## src/rtl/uart_rx_arbiter.sv

```systemverilog
// uart_rx_arbiter: round-robin merge of UART receive channels into a shared show-ahead FIFO tagged with source index
module uart_rx_arbiter #(
  parameter int NUM_CH = 4,
  parameter int DEPTH  = 16
) (
  input  logic                      clk,
  input  logic                      reset,
  input  logic [NUM_CH-1:0]         ch_valid,
  input  logic [8*NUM_CH-1:0]       ch_data,
  output logic [NUM_CH-1:0]         ch_ready,
  input  logic [NUM_CH-1:0]         ch_enable,
  input  logic                      flush,
  output logic [9:0]                out_data,
  output logic                      out_valid,
  input  logic                      out_pop,
  output logic [$clog2(DEPTH):0]    fill,
  output logic                      full
);
  localparam int AW = $clog2(DEPTH);
  localparam int CW = NUM_CH > 1 ? $clog2(NUM_CH) : 1;
  logic [9:0]        mem [DEPTH];
  logic [AW-1:0]     head, tail;
  logic [AW:0]       fill_q;
  logic [CW-1:0]     last_grant, gnt, idx;
  logic [NUM_CH-1:0] req;
  logic              found, push, pop;
  assign req = ch_valid & ch_enable;
  always_comb begin
    found = 1'b0;
    gnt   = '0;
    idx   = '0;
    for (int k = 1; k <= NUM_CH; k++) begin
      idx = CW'((int'(last_grant) + k) % NUM_CH);
      if (!found && req[idx]) begin
        found = 1'b1;
        gnt   = idx;
      end
    end
  end
  // reset gates ready so nothing is accepted while the FIFO is being discarded
  assign ch_ready  = (found && !full && !flush && !reset) ? NUM_CH'(1) << gnt : '0;
  assign push      = |ch_ready;
  assign pop       = out_pop && out_valid && !flush;
  assign fill      = fill_q;
  assign full      = fill_q == (AW+1)'(DEPTH);
  assign out_valid = |fill_q;
  assign out_data  = out_valid ? mem[head] : '0;
  always_ff @(posedge clk)
    if (push) mem[tail] <= {2'(gnt), ch_data[gnt*8 +: 8]};
  always_ff @(posedge clk or posedge reset) begin
    if (reset) begin
      head       <= '0;
      tail       <= '0;
      fill_q     <= '0;
      last_grant <= CW'(NUM_CH - 1);
    end else if (flush) begin
      head   <= '0;
      tail   <= '0;
      fill_q <= '0;
    end else begin
      if (push) begin
        tail       <= tail + 1'b1;
        last_grant <= gnt;
      end
      if (pop) head <= head + 1'b1;
      fill_q <= (push && !pop) ? fill_q + 1'b1 : (!push && pop) ? fill_q - 1'b1 : fill_q;
    end
  end
endmodule

```

## config.mk

```make
export PLATFORM = sky130hd
export DESIGN_NAME = uart_rx_arbiter
export DESIGN_NICKNAME = d
export VERILOG_FILES = /design/src/rtl/uart_rx_arbiter.sv
export SDC_FILE = /design/constraint.sdc
export NUM_CORES = 1
export LEC_CHECK = 0
export CORE_UTILIZATION = 54
export DETAILED_ROUTE_END_ITERATION = 10
export PLACE_DENSITY = 0.84
export SYNTH_ARGS = -nofsm -noshare
export SYNTH_HDL_FRONTEND = slang
export SYNTH_SLANG_ARGS = --single-unit
```

## constraint.sdc

```tcl
create_clock -name clk -period 4.8 [get_ports clk]
set_input_delay 0.48 -clock clk [delete_from_list [all_inputs] [get_ports clk]]
set_output_delay 0.48 -clock clk [all_outputs]
set_load 0.05 [all_outputs]
```

== Word level (Yosys, flattened, before mapping) ==
Memories as Yosys holds them, arrays and structs flattened.
Cells that the tools add are included.

* Add/sub/neg operators: 8
* $lt $le $gt $ge: 4
* Eq/ne operators: 1
* Shift-type cells: 2
* Muxes and demuxes: 27
* Bitwise operators: 2
* Reduce and logical (&&, ||, !) cells: 24

{| class="wikitable"
|+ Operators with widths
! kind !! number
|-
| $shiftx A32 B6 Y8 || 1
|-
| $mux W4 || 5
|-
| $mux W5 || 3
|-
| $lt A2 B3 Y1 const B || 4
|-
| $logic_and A1 B1 Y1 || 10
|-
| $mux W1 || 10
|-
| $mux W10 || 1
|-
| $add A4 B1 Y4 const B || 2
|-
| $bmux W1 S2 || 4
|-
| $logic_not A1 Y1 || 8
|-
| $mux W2 || 4
|-
| $add A5 B1 Y5 const B || 1
|-
| $eq A5 B5 Y1 const B || 1
|-
| $reduce_or A5 Y1 || 1
|-
| $sub A5 B1 Y5 const B || 1
|-
| $add A2 B1 Y2 const B || 2
|-
| $add A2 B2 Y2 const B || 2
|-
| $and A4 B4 Y4 || 1
|-
| $reduce_bool A2 Y1 || 2
|-
| $reduce_or A4 Y1 || 1
|-
| $shl A1 B2 Y4 const A || 1
|-
| $reduce_bool A3 Y1 || 1
|-
| $reduce_and A2 Y1 || 1
|-
| $not A1 Y1 || 1
|}

* Bits in registers: 15
* Bits in writable memories: 160
* Bits of input ports: 44
* Output and inout port bits: 21
* Word-level logic and storage cells: 73
* Memories: 1

{| class="wikitable"
|+ Memory list
! name !! depth !! width !! read ports !! clocked after memory_dff !! wr ports !! RTL line !! source
|-
| mem || 16 || 10 || 1 || 0 || 1 || 21 || <nowiki>logic [9:0] mem [DEPTH];</nowiki>
|}

== Longest topological paths before layout ==
Gate-level depths: netlist of run 1.

* Word-level depth: 23
* Depth in mapped cells: 10
* Gate-level depth less buffers: 9

== Least setup slack after synthesis of run 1 ==
Ideal clock, no wire load.

* Path type: flip-flop to output port
* From: register last_grant[1]
* To: output port ch_ready[0]
* Arrival: 2.684 ns
* Data required time: 4.320 ns
* Setup slack: 1.636 ns
* Cell stages (with the launch flop): 7
* Buffers on the path: 1
* Cells stage by stage: dfstp_2 > buf_2 > and3_1 > o22ai_1 > a211oi_2 > inv_2 > nor3_1

* Elaborated cells on any way between the ends: 31
* Those cells by class: 4 x add/sub; 1 x shift; 17 x mux; 9 x reduce/logical

{| class="wikitable"
|+ RTL lines
! element !! RTL line !! source
|-
| start, declared || 24 || <nowiki>logic [CW-1:0] last_grant, gnt, idx;</nowiki>
|-
| start signal, assigned || 55 || <nowiki>last_grant <= CW'(NUM_CH - 1);</nowiki>
|-
| start signal, assigned || 63 || <nowiki>last_grant <= gnt;</nowiki>
|-
| $add A2 B1 Y2 || 33 || <nowiki>idx = CW'((int'(last_grant) + k) % NUM_CH);</nowiki>
|-
| $bmux W1 S2 || 34 || <nowiki>if (!found && req[idx]) begin</nowiki>
|-
| $mux W1 (implied by the code) || 34 ||
|-
| $mux W1 || 34 ||
|-
| $logic_not A1 Y1 || 34 ||
|-
| $logic_and A1 B1 Y1 || 34 ||
|-
| $mux W1 || 34 ||
|-
| $logic_not A1 Y1 || 34 ||
|-
| $logic_and A1 B1 Y1 || 34 ||
|-
| $mux W1 || 34 ||
|-
| $logic_not A1 Y1 || 34 ||
|-
| $logic_and A1 B1 Y1 || 34 ||
|-
| $mux W2 * || 34 ||
|-
| named net gnt[0] || 24 ||
|-
| $shl A1 B2 Y4 * || 41 || <nowiki>assign ch_ready = (found && !full && !flush && !reset) ? NUM_CH'(1) << gnt : '0;</nowiki>
|-
| $mux W4 * || 41 ||
|-
| end, declared || 10 || <nowiki>output logic [NUM_CH-1:0] ch_ready,</nowiki>
|}

The timed path passes the listed nets; every way through them passes the cells marked *. The select of a mux whose other input is x is not followed.

== Worst setup path in the final report of run 1 ==
* From: register head[0]
* To: output port out_data[6]

* Word-level cells in the longest chain between the ends: 2

{| class="wikitable"
|+ Ends and longest elaborated chain
! element !! RTL line !! source
|-
| start, declared || 22 || <nowiki>logic [AW-1:0] head, tail;</nowiki>
|-
| start signal, assigned || 65 || <nowiki>if (pop) head <= head + 1'b1;</nowiki>
|-
| $mem_v2 Z16 W10 || n/a ||
|-
| $mux W10 || 47 || <nowiki>assign out_data = out_valid ? mem[head] : '0;</nowiki>
|-
| end, declared || 13 || <nowiki>output logic [9:0] out_data,</nowiki>
|}

Every way passes these cells.

==> out/qor.yml, run 1 <==
power:
  power.leakage_uw: 0.00312
  switching_share_pct: 33.4
  comb_power_share_pct: 32.5
  finalPower_uw: 4900
  p_int_uw: 3260
  power_density_nw_per_um2: 532
  vdd_drop_max_uv: 250
  p_seq_share_pct: 39.5
  p_sw_uw: 1640
  power_frac_clock_pct: 28.0
cts:
  path_clk_slew_ps: 70
  htree_levels: 4
  cts_buffer_depth: 2
  clkLatencyLatePin_ps: 430
  clock-root-buffer: "clkbuf_16"
  clock_sinks: 175
  numCtsBuffers: 17
  ctsHoldBuffers: 0
  post_cts_buffers: 0
  postCtsResizedCells: 0
  cts_tree: "built"
layout:
  drive_gt1_share_pct: 20.2
  post-route-util_pct: 66.4
  nets: 556
  nFillCells: 873
  syn_to_final_growth_pct: 19.5
  layout_common_cells: "edfxtp_1, clkdlybuf4s50_1, nand2_1"
  layout_commonest_cell: "edfxtp_1"
  n_antenna_cell: 0
logic_synthesis:
  synth_area_um2: 7710
  synth_edf_count: 160
  synthDistinctLibCells: 54
  ys.flop_type: "edfxtp_1"
  ys_warn_count: 0
  yosysSeqAreaShare_pct: 67.2
  synth_fp_nets: 479
  avgSynthCellArea_um2: 18.1
  postSynthCellCount: 425
  async_reset_ff_share_pct: 8.57
  ys_ff_latch: 175
sta:
  slew_violations: 0
  hold_viol: 0
  setup_ws_ps: 870
  setup_violations: 0
  tightestPinTransition_ps: 1350
  rsz0062_at_grt: "no"
  setup-tns-final_ps: 0
  fmax_mhz: 254
  slew_headroom_pct: 9.79
  fin_crit_sh_pct: 81.9
  final.setup_skew_ps: 8.03
  finalCriticalPeriod_ps: 3930
  whs_ps: 464
critical_path:
  cp_max_fo: 24
  critPathArrivalTime_ps: 3450
  path_cells: "buf_12 -> mux4_1 -> mux4_2 -> nor2b_4 -> clkdlybuf4s50_1"
  crit_slowest_cell: "dfrtp_2"
  crit_path_start_kind: "flip-flop"
  critPathMaxStageDelay_ps: 770
  required_ps: 4320
  crit_path_end_kind: "primary output"
  critical_path_class: "reg -> out"
route:
  drt_wl_total_um: 16100
  avgRoutedWirePerCell_um: 23.2
  final_antenna_net_count: 0
  drt-vias-per-instance: 6.22
  dr_total_vias: 4326
  drt_iter0_drc: 407
  dr.pass1.iters: 4
  drc: 0
floorplanning:
  die_h_um: 121
  ios: 65
  start_util_pct: 55.5
  core_area_um2: 13900
  dieArea_um2: 14800
  die_x_um: 121
  placementRows: 43
flow_run:
  drv_cap: 0
global_route:
  grt_pass1_wl_um: 24200
  grt_start_max_net_pins: 44
  grt_pass1_vias: 4259
  grt_antenna_before_repair: 0
  grt_use_total_pct: 23.5
  gr-total-overflow: 0
place:
  gp_congestion: 0.894
  dpl.hpwl_um: 9870
  numPortBuffers: 64
  post-place-ws_ps: 1040
run_status:
  status: "completed"
min_path:
  hold_class: "in -> async"
-- synth_stat cells, types with 2 or more instances --
library cell	n	area (um^2)
and3_1	5	31.3
a21o_1	2	15.0
o21ai_0	2	10.0
and2_1	2	12.5
mux2_2	2	22.5
mux4_2	28	631
nand2_1	39	146
clkbuf_1	13	48.8
xor2_1	3	26.3
dfstp_2	2	52.6
inv_2	2	7.51
a32oi_1	9	78.8
buf_2	4	20.0
edfxtp_1	160	4800
nor2b_4	9	124
o21ai_1	4	20.0
nor2_1	15	56.3
buf_12	3	60.1
a22o_1	3	26.3
buf_6	2	22.5
or3_1	3	18.8
inv_1	10	37.5
nor3_1	6	30.0
a21oi_1	14	70.1
o22ai_1	2	12.5
ha_1	9	113
nand3b_1	4	30.0
dfrtp_1	13	325
nor4_1	4	25.0
a22oi_1	2	15.0
mux4_1	22	578
nand3_1	5	25.0
-- layout make-up --
type	instances	area, um^2	share of cell area, %
inverter	12	45.0	0.489
clock buffer	17	425	4.62
sequential	175	5180	56.3
multi-input combinational	214	2370	25.7
tap	180	225	2.44
clock inverter	15	173	1.87
timing repair buffer	82	788	8.56
-- power groups by stage --
stage	Clock [uW]	Sequential, uW	Combinational [uW]
floorplan	0	1960	1190
global placement	0	1970	1520
detailed placement	0	1970	1570
CTS	1380	1940	1580
global route	1440	1950	1690
finish	1370	1940	1590
-- stage by stage --
| step | instances | area, um^2 |
|---|---|---|
| global placement | 659 | 8580 |
| CTS | 691 | 9180 |
| global route | 695 | 9210 |
| detailed placement | 659 | 8580 |
| floorplan | 425 | 7710 |
| finish | 695 | 9210 |
-- per-layer routing --
layer	part of all wire (%)	vias to the layer above	global-route usage (%)
met1	40	2200	29.9
met2	51	204	39.2
li1	-	1888	-
met4	2.8	0	10.4
met5	0	-	0
met3	6.3	34	4.65
-- sequential cells by signal, indices dropped and copies added, names as in the netlist --
name / flops
head: 4
tail: 4
mem: 160
fill: 5
last_grant: 2
-- critical path: cells and delay by family (launching register included) --
| family | cells | cell delay, ps |
|---|---|---|
| buffers and inverters | 2 | 1000 |
| flip-flops | 1 | 770 |
| multiplexers | 2 | 1110 |
| AND/OR/NAND/NOR | 1 | 140 |
-- final timing paths --
path | from | end | slack, ps | cells after the start
min in group clk | last_grant[1]$_DFFE_PP1P_ | last_grant[1]$_DFFE_PP1P_ | 530 | 2
worst min-delay path | reset | tail[1]$_DFFE_PP0P_ | 460 | 2
worst min register to register | last_grant[1]$_DFFE_PP1P_ | last_grant[1]$_DFFE_PP1P_ | 530 | 2
worst max-delay path | head[0]$_DFFE_PP0P_ | out_data[6] | 870 | 5
max in group asynchronous | reset | head[0]$_DFFE_PP0P_ | 3910 | 2
worst max register to register | fill[0]$_DFFE_PP0P_ | fill[4]$_DFFE_PP0P_ | 1750 | 9
-- logic make-up after synthesis --
kind of cell	count (synthesis)	share of synthesized area, %
compound gates	46	4.25
buf+inv	36	2.84
fa+ha+maj	10	1.72
simple gates	101	7.42
mux	53	16.1
flops	175	67.2
xor+xnor	4	0.454
No activity file was read; power rests on OpenSTA's default activity.
==> run 2, diff against run 1 <==
Settings changed: CORE_UTILIZATION 54 to 52, PLACE_DENSITY 0.84 to 0.85.
Clock period 4.8 ns to 3.5 ns, I/O delays scaled along.
==> out/qor.yml, run 2 (synthesis results as in run 1) <==
global_route:
  met1_usage_pct: 31.1  # was 29.9%
  grt_use_total_pct: 24.3  # was 23.5%
  gr-total-overflow: 0  # unchanged
  grt_antenna_before_repair: 0  # unchanged
  grt.busiest_layer: "met2"  # unchanged
  grt_util_met3_pct: 4.99  # was 4.65%
  grt_start_max_net_pins: 44  # unchanged
  met2_usage_pct: 41.1  # was 39.2%
  grt_pass1_vias: 4509  # was 4259
  grt_pass1_wl_um: 25700  # was 24200 um
route:
  dr_total_vias: 4428  # was 4326
  avgRoutedWirePerCell_um: 24.6  # was 23.2 um
  drc: 0  # unchanged
  dr.pass1.iters: 5  # was 4
  final_antenna_net_count: 0  # unchanged
  drt_iter0_drc: 454  # was 407
  drt_wl_total_um: 17500  # was 16100 um
  drt-vias-per-instance: 6.24  # was 6.22
sta:
  setup_violations: 0  # unchanged
  setup-tns-final_ps: 0  # unchanged
  fin_crit_sh_pct: 89.3
  hold_viol: 0  # unchanged
  finalCriticalPeriod_ps: 3130
  fmax_mhz: 320
  slew_headroom_pct: 40.5  # was 9.79%
  slew_violations: 0  # unchanged
  rsz0062_at_grt: "no"  # unchanged
  tightestPinTransition_ps: 893  # was 1350 ps
  final.setup_skew_ps: 6.58  # was 8.03 ps
place:
  numPortBuffers: 64  # unchanged
  gp_congestion: 0.878  # was 0.894
  dpl.hpwl_um: 10400  # was 9870 um
critical_path:
  cp_common_cell: "a21oi_1"
  cp_max_fo: 9  # was 24
  critical_path_class: "reg -> reg"  # was reg -> out
  worst-path-buf-inv: 0  # was 2
  critPathArrivalTime_ps: 3430  # was 3450 ps
  cp_top_family: "compound AO/OA/AOI/OAI gates"  # was multiplexers
  path_cells: "or4_4 -> o21ai_4 -> nand2_1 -> fa_1 -> a21o_1 -> a21oi_1 -> nand3_1 -> a32oi_1 -> a21oi_1"  # was buf_12 -> mux4_1 -> mux4_2 -> nor2b_4 -> clkdlybuf4s50_1
  crit_slowest_cell: "or4_4"  # was dfrtp_2
  crit_path_start_kind: "flip-flop"  # unchanged
  critPathMaxStageDelay_ps: 590  # was 770 ps
  crit_path_end_kind: "flip-flop"  # was primary output
  required_ps: 3800  # was 4320 ps
power:
  finalPower_uw: 6660  # was 4900 uW
  vdd_drop_max_uv: 342  # was 250 uV
  power.leakage_uw: 0.00318  # was 0.00312 uW
  power_density_nw_per_um2: 721  # was 532 nW/um^2
cts:
  clkLatencyLatePin_ps: 420  # was 430 ps
  htree_levels: 4  # unchanged
  ctsHoldBuffers: 0  # unchanged
  cts_tree: "built"  # unchanged
  numCtsBuffers: 17  # unchanged
  post_cts_buffers: 0  # unchanged
  path_clk_slew_ps: 60  # was 70 ps
  clock-root-buffer: "clkbuf_16"  # unchanged
  postCtsResizedCells: 0  # unchanged
  clock_sinks: 175  # unchanged
  cts_buffer_depth: 2  # unchanged
layout:
  largest_register: "mem"  # unchanged
  layout_commonest_cell: "edfxtp_1"  # unchanged
  syn_to_final_growth_pct: 19.9  # was 19.5%
  largest_register_ffs: 160  # unchanged
  n_antenna_cell: 0  # unchanged
  drive_gt1_share_pct: 23.8  # was 20.2%
  nets: 567  # was 556
  layout_common_cells: "edfxtp_1, clkdlybuf4s50_1, nand2_1"  # unchanged
floorplanning:
  dieArea_um2: 15300  # was 14800 um^2
  core_area_um2: 14500  # was 13900 um^2
  placementRows: 44  # was 43
  die_x_um: 124  # was 121 um
  start_util_pct: 53.2  # was 55.5%
  die_h_um: 124  # was 121 um
  ios: 65  # unchanged
run_status:
  status: "completed"  # unchanged
flow_run:
  drv_cap: 0  # unchanged
min_path:
  hold_class: "in -> async"  # unchanged
run 2: cell types whose count changed in the layout (fill, tap and decap cells not counted), sizes merged:
cell           before  now
buf                18   43
clkbuf             17   18
clkinvlp            0    1
clkdlybuf4s50      64   50
inv                19   17
run 2: through the flow:
step	hold slack, ps	setup slack [ps]	cells	area (um^2)	utilization (%)
2_1_floorplan	250	462	425	7710	-
3_3_place_gp	508	542	678	8680	60.0
3_5_place_dp	527	402	678	8680	60.0
4_1_cts	314	379	710	9240	63.8
5_1_grt	360	246	710	9240	63.8
6_report	312	374	710	9240	63.8
run 2: path summary, 6_finish.rpt:
kind                                           start  depth (start not counted)                         to  slack, ps
min in group clk           last_grant[1]$_DFFE_PP1P_                          2  last_grant[1]$_DFFE_PP1P_        530
min reg2reg                last_grant[1]$_DFFE_PP1P_                          2  last_grant[1]$_DFFE_PP1P_        530
max                              fill[0]$_DFFE_PP0P_                          9        fill[4]$_DFFE_PP0P_        370
min                                            reset                          2        fill[2]$_DFFE_PP0P_        310
max in group asynchronous                      reset                          2        head[0]$_DFFE_PP0P_       2770
max reg2reg                      fill[0]$_DFFE_PP0P_                          9        fill[4]$_DFFE_PP0P_        370
run 2: power breakdown:
part / total (uW) / internal (uW) / switching [uW] / leakage, uW
Sequential: 2600 / 2510 / 85.9 / 0.00164
Combinational: 2260 / 942 / 1320 / 0.00127
Clock: 1800 / 993 / 807 / 0.000273
Total: 6660 / 4450 / 2210 / 0.00318
run 2: area by class of cell:
class / instances / area [um^2]
flip-flops and latches: 175 / 5180
fillers: 963 / 5240
repair buffers: 93 / 886
well taps: 184 / 230
inverters: 12 / 45.0
multi-input cells: 214 / 2340
clock buffers: 18 / 429
clock inverters: 14 / 134
run 2: worst reg2reg max path: cells and delay by family, from the launching register on:
family | cells | cell delay, ps
AND/OR/NAND/NOR | 3 | 980
AO/OA/AOI/OAI | 5 | 1110
adder cells (fa/ha/maj) | 1 | 470
flip-flops | 1 | 460
run 2: layer usage:
layer	vias to the layer above	share of wire, %
met5	-	0
met4	0	2.2
met3	30	8.3
met2	271	52
met1	2227	38
li1	1900	-
==> run 3, diff against run 2 <==
Settings changed: CORE_UTILIZATION 52 to 54, PLACE_DENSITY 0.85 to 0.84.
Clock period 3.5 ns to 4 ns, I/O delays scaled along.
==> out/qor.yml, run 3 (synthesis results as in run 1) <==
power:
  p_seq_share_pct: 38.8  # was 39.0%
  switching_share_pct: 32.9  # was 33.2%
  p_int_uw: 3990  # was 4450 uW
  power_frac_clock_pct: 27.7  # was 27.0%
  p_sw_uw: 1950  # was 2210 uW
  power_density_nw_per_um2: 640  # was 721 nW/um^2
  vdd_drop_max_uv: 282  # was 342 uV
  comb_power_share_pct: 33.5  # was 34.0%
  finalPower_uw: 5940  # was 6660 uW
  power.leakage_uw: 0.00317  # was 0.00318 uW
cts:
  cts_buffer_depth: 2  # unchanged
  ctsHoldBuffers: 0  # unchanged
  cts_tree: "built"  # unchanged
  clkLatencyLatePin_ps: 420  # about the same
  clock-root-buffer: "clkbuf_16"  # unchanged
  path_clk_slew_ps: 70  # was 60 ps
  numCtsBuffers: 17  # unchanged
  post_cts_buffers: 0  # unchanged
  postCtsResizedCells: 0  # unchanged
  clock_sinks: 175  # unchanged
  htree_levels: 4  # unchanged
route:
  drc: 0  # unchanged
  dr.pass1.iters: 5  # unchanged
  drt_iter0_drc: 579  # was 454
  avgRoutedWirePerCell_um: 25.5  # was 24.6 um
  drt_wl_total_um: 18000  # was 17500 um
  drt-vias-per-instance: 6.32  # was 6.24
  dr_total_vias: 4454  # was 4428
  final_antenna_net_count: 0  # unchanged
global_route:
  grt_pass1_wl_um: 26900  # was 25700 um
  grt_use_total_pct: 26.3  # was 24.3%
  grt_start_max_net_pins: 44  # unchanged
  gr-total-overflow: 0  # unchanged
  grt_pass1_vias: 4673  # was 4509
  grt_antenna_before_repair: 0  # unchanged
layout:
  seq_area_um2: 5180  # unchanged
  nFillCells: 880  # was 963
  layout_common_cells: "edfxtp_1, clkdlybuf4s50_1, nand2_1"  # unchanged
  multiInputGateArea_um2: 2340  # unchanged
  drive_gt1_share_pct: 21.7  # was 23.8%
  largest_register_ffs: 160  # unchanged
  layout_commonest_cell: "edfxtp_1"  # unchanged
  largest_register: "mem"  # unchanged
  syn_to_final_growth_pct: 20.3  # was 19.9%
  nets: 567  # unchanged
  n_antenna_cell: 0  # unchanged
flow_run:
  drv_cap: 0  # unchanged
critical_path:
  critPathMaxStageDelay_ps: 710  # was 590 ps
  cp_max_fo: 11  # was 9
  required_ps: 3600  # was 3800 ps
  critical_path_class: "reg -> out"  # was reg -> reg
  crit_path_start_kind: "flip-flop"  # unchanged
  path_cells: "buf_4 -> mux4_1 -> mux4_2 -> nor2b_4 -> clkdlybuf4s50_1"  # was or4_4 -> o21ai_4 -> nand2_1 -> fa_1 -> a21o_1 -> a21oi_1 -> nand3_1 -> a32oi_1 -> a21oi_1
  crit_slowest_cell: "clkdlybuf4s50_1"  # was or4_4
  critPathArrivalTime_ps: 3390  # was 3430 ps
  crit_path_end_kind: "primary output"  # was flip-flop
floorplanning:
  ios: 65  # unchanged
  die_h_um: 121  # was 124 um
  placementRows: 43  # was 44
  core_area_um2: 13900  # was 14500 um^2
  dieArea_um2: 14800  # was 15300 um^2
  start_util_pct: 55.5  # was 53.2%
  die_x_um: 121  # was 124 um
place:
  dpl.hpwl_um: 10400  # about the same
  numPortBuffers: 64  # unchanged
  gp_congestion: 0.861  # was 0.878
sta:
  fin_crit_sh_pct: 94.7
  setup_violations: 0  # unchanged
  rsz0062_at_grt: "no"  # unchanged
  final.setup_skew_ps: 6.89  # was 6.58 ps
  tightestPinTransition_ps: 900  # was 893 ps
  hold_viol: 0  # unchanged
  finalCriticalPeriod_ps: 3790
  slew_headroom_pct: 40.0  # was 40.5%
  fmax_mhz: 264
  setup-tns-final_ps: 0  # unchanged
  slew_violations: 0  # unchanged
min_path:
  hold_class: "in -> async"  # unchanged
run_status:
  status: "completed"  # unchanged
[run 3: cell type report]
type	count	area share [%]
timing repair buffer	93	9.71
multi-input combinational	214	25.2
sequential	175	55.9
clock buffer	17	4.59
clock inverter	14	1.70
tap	180	2.43
inverter	12	0.486
[run 3: power groups by stage]
stage          clock, uW  sequential [uW]  combinational [uW]
4_1_cts             1660             2300                2000
2_1_floorplan          0             2350                1430
5_1_grt             1720             2320                2090
3_5_place_dp           0             2340                1960
3_3_place_gp           0             2330                1900
6_report            1640             2300                1990
[run 3: through the flow]
step	utilization, %	setup slack, ps	hold slack [ps]	cell area [um^2]	instances
after detailed placement	62.6	630	521	8690	674
after floorplan	-	916	300	7710	425
after global routing	66.8	120	434	9270	705
final	66.8	211	382	9270	705
after CTS	66.8	189	402	9270	705
after global placement	62.6	740	503	8690	674
[run 3: per-layer routing]
| metal | global-route usage [%] | wire [um] |
|---|---|---|
| met5 | 0 | 0 |
| met4 | 14.6 | 716 |
| met3 | 5.12 | 1270 |
| met2 | 45.0 | 9410 |
| met1 | 31.3 | 6600 |
[run 3: path summary, 6_finish.rpt]
path / start / cells after the start / slack [ps] / to
setup / recovery: head[0]$_DFFE_PP0P_ / 5 / 210 / out_data[3]
hold / removal: reset / 2 / 380 / fill[2]$_DFFE_PP0P_
setup reg to reg: fill[0]$_DFFE_PP0P_ / 9 / 900 / fill[4]$_DFFE_PP0P_
hold reg to reg: last_grant[1]$_DFFE_PP1P_ / 2 / 530 / last_grant[1]$_DFFE_PP1P_
max in group asynchronous: reset / 2 / 3190 / head[0]$_DFFE_PP0P_
min in group clk: last_grant[1]$_DFFE_PP1P_ / 2 / 530 / last_grant[1]$_DFFE_PP1P_
[run 3: worst max-delay path, delay by kind of cell, from the launching register on]
family | cells | cell delay [ps]
buffers and inverters | 2 | 1030
multiplexers | 2 | 1180
flip-flops | 1 | 600
AND/OR/NAND/NOR | 1 | 150
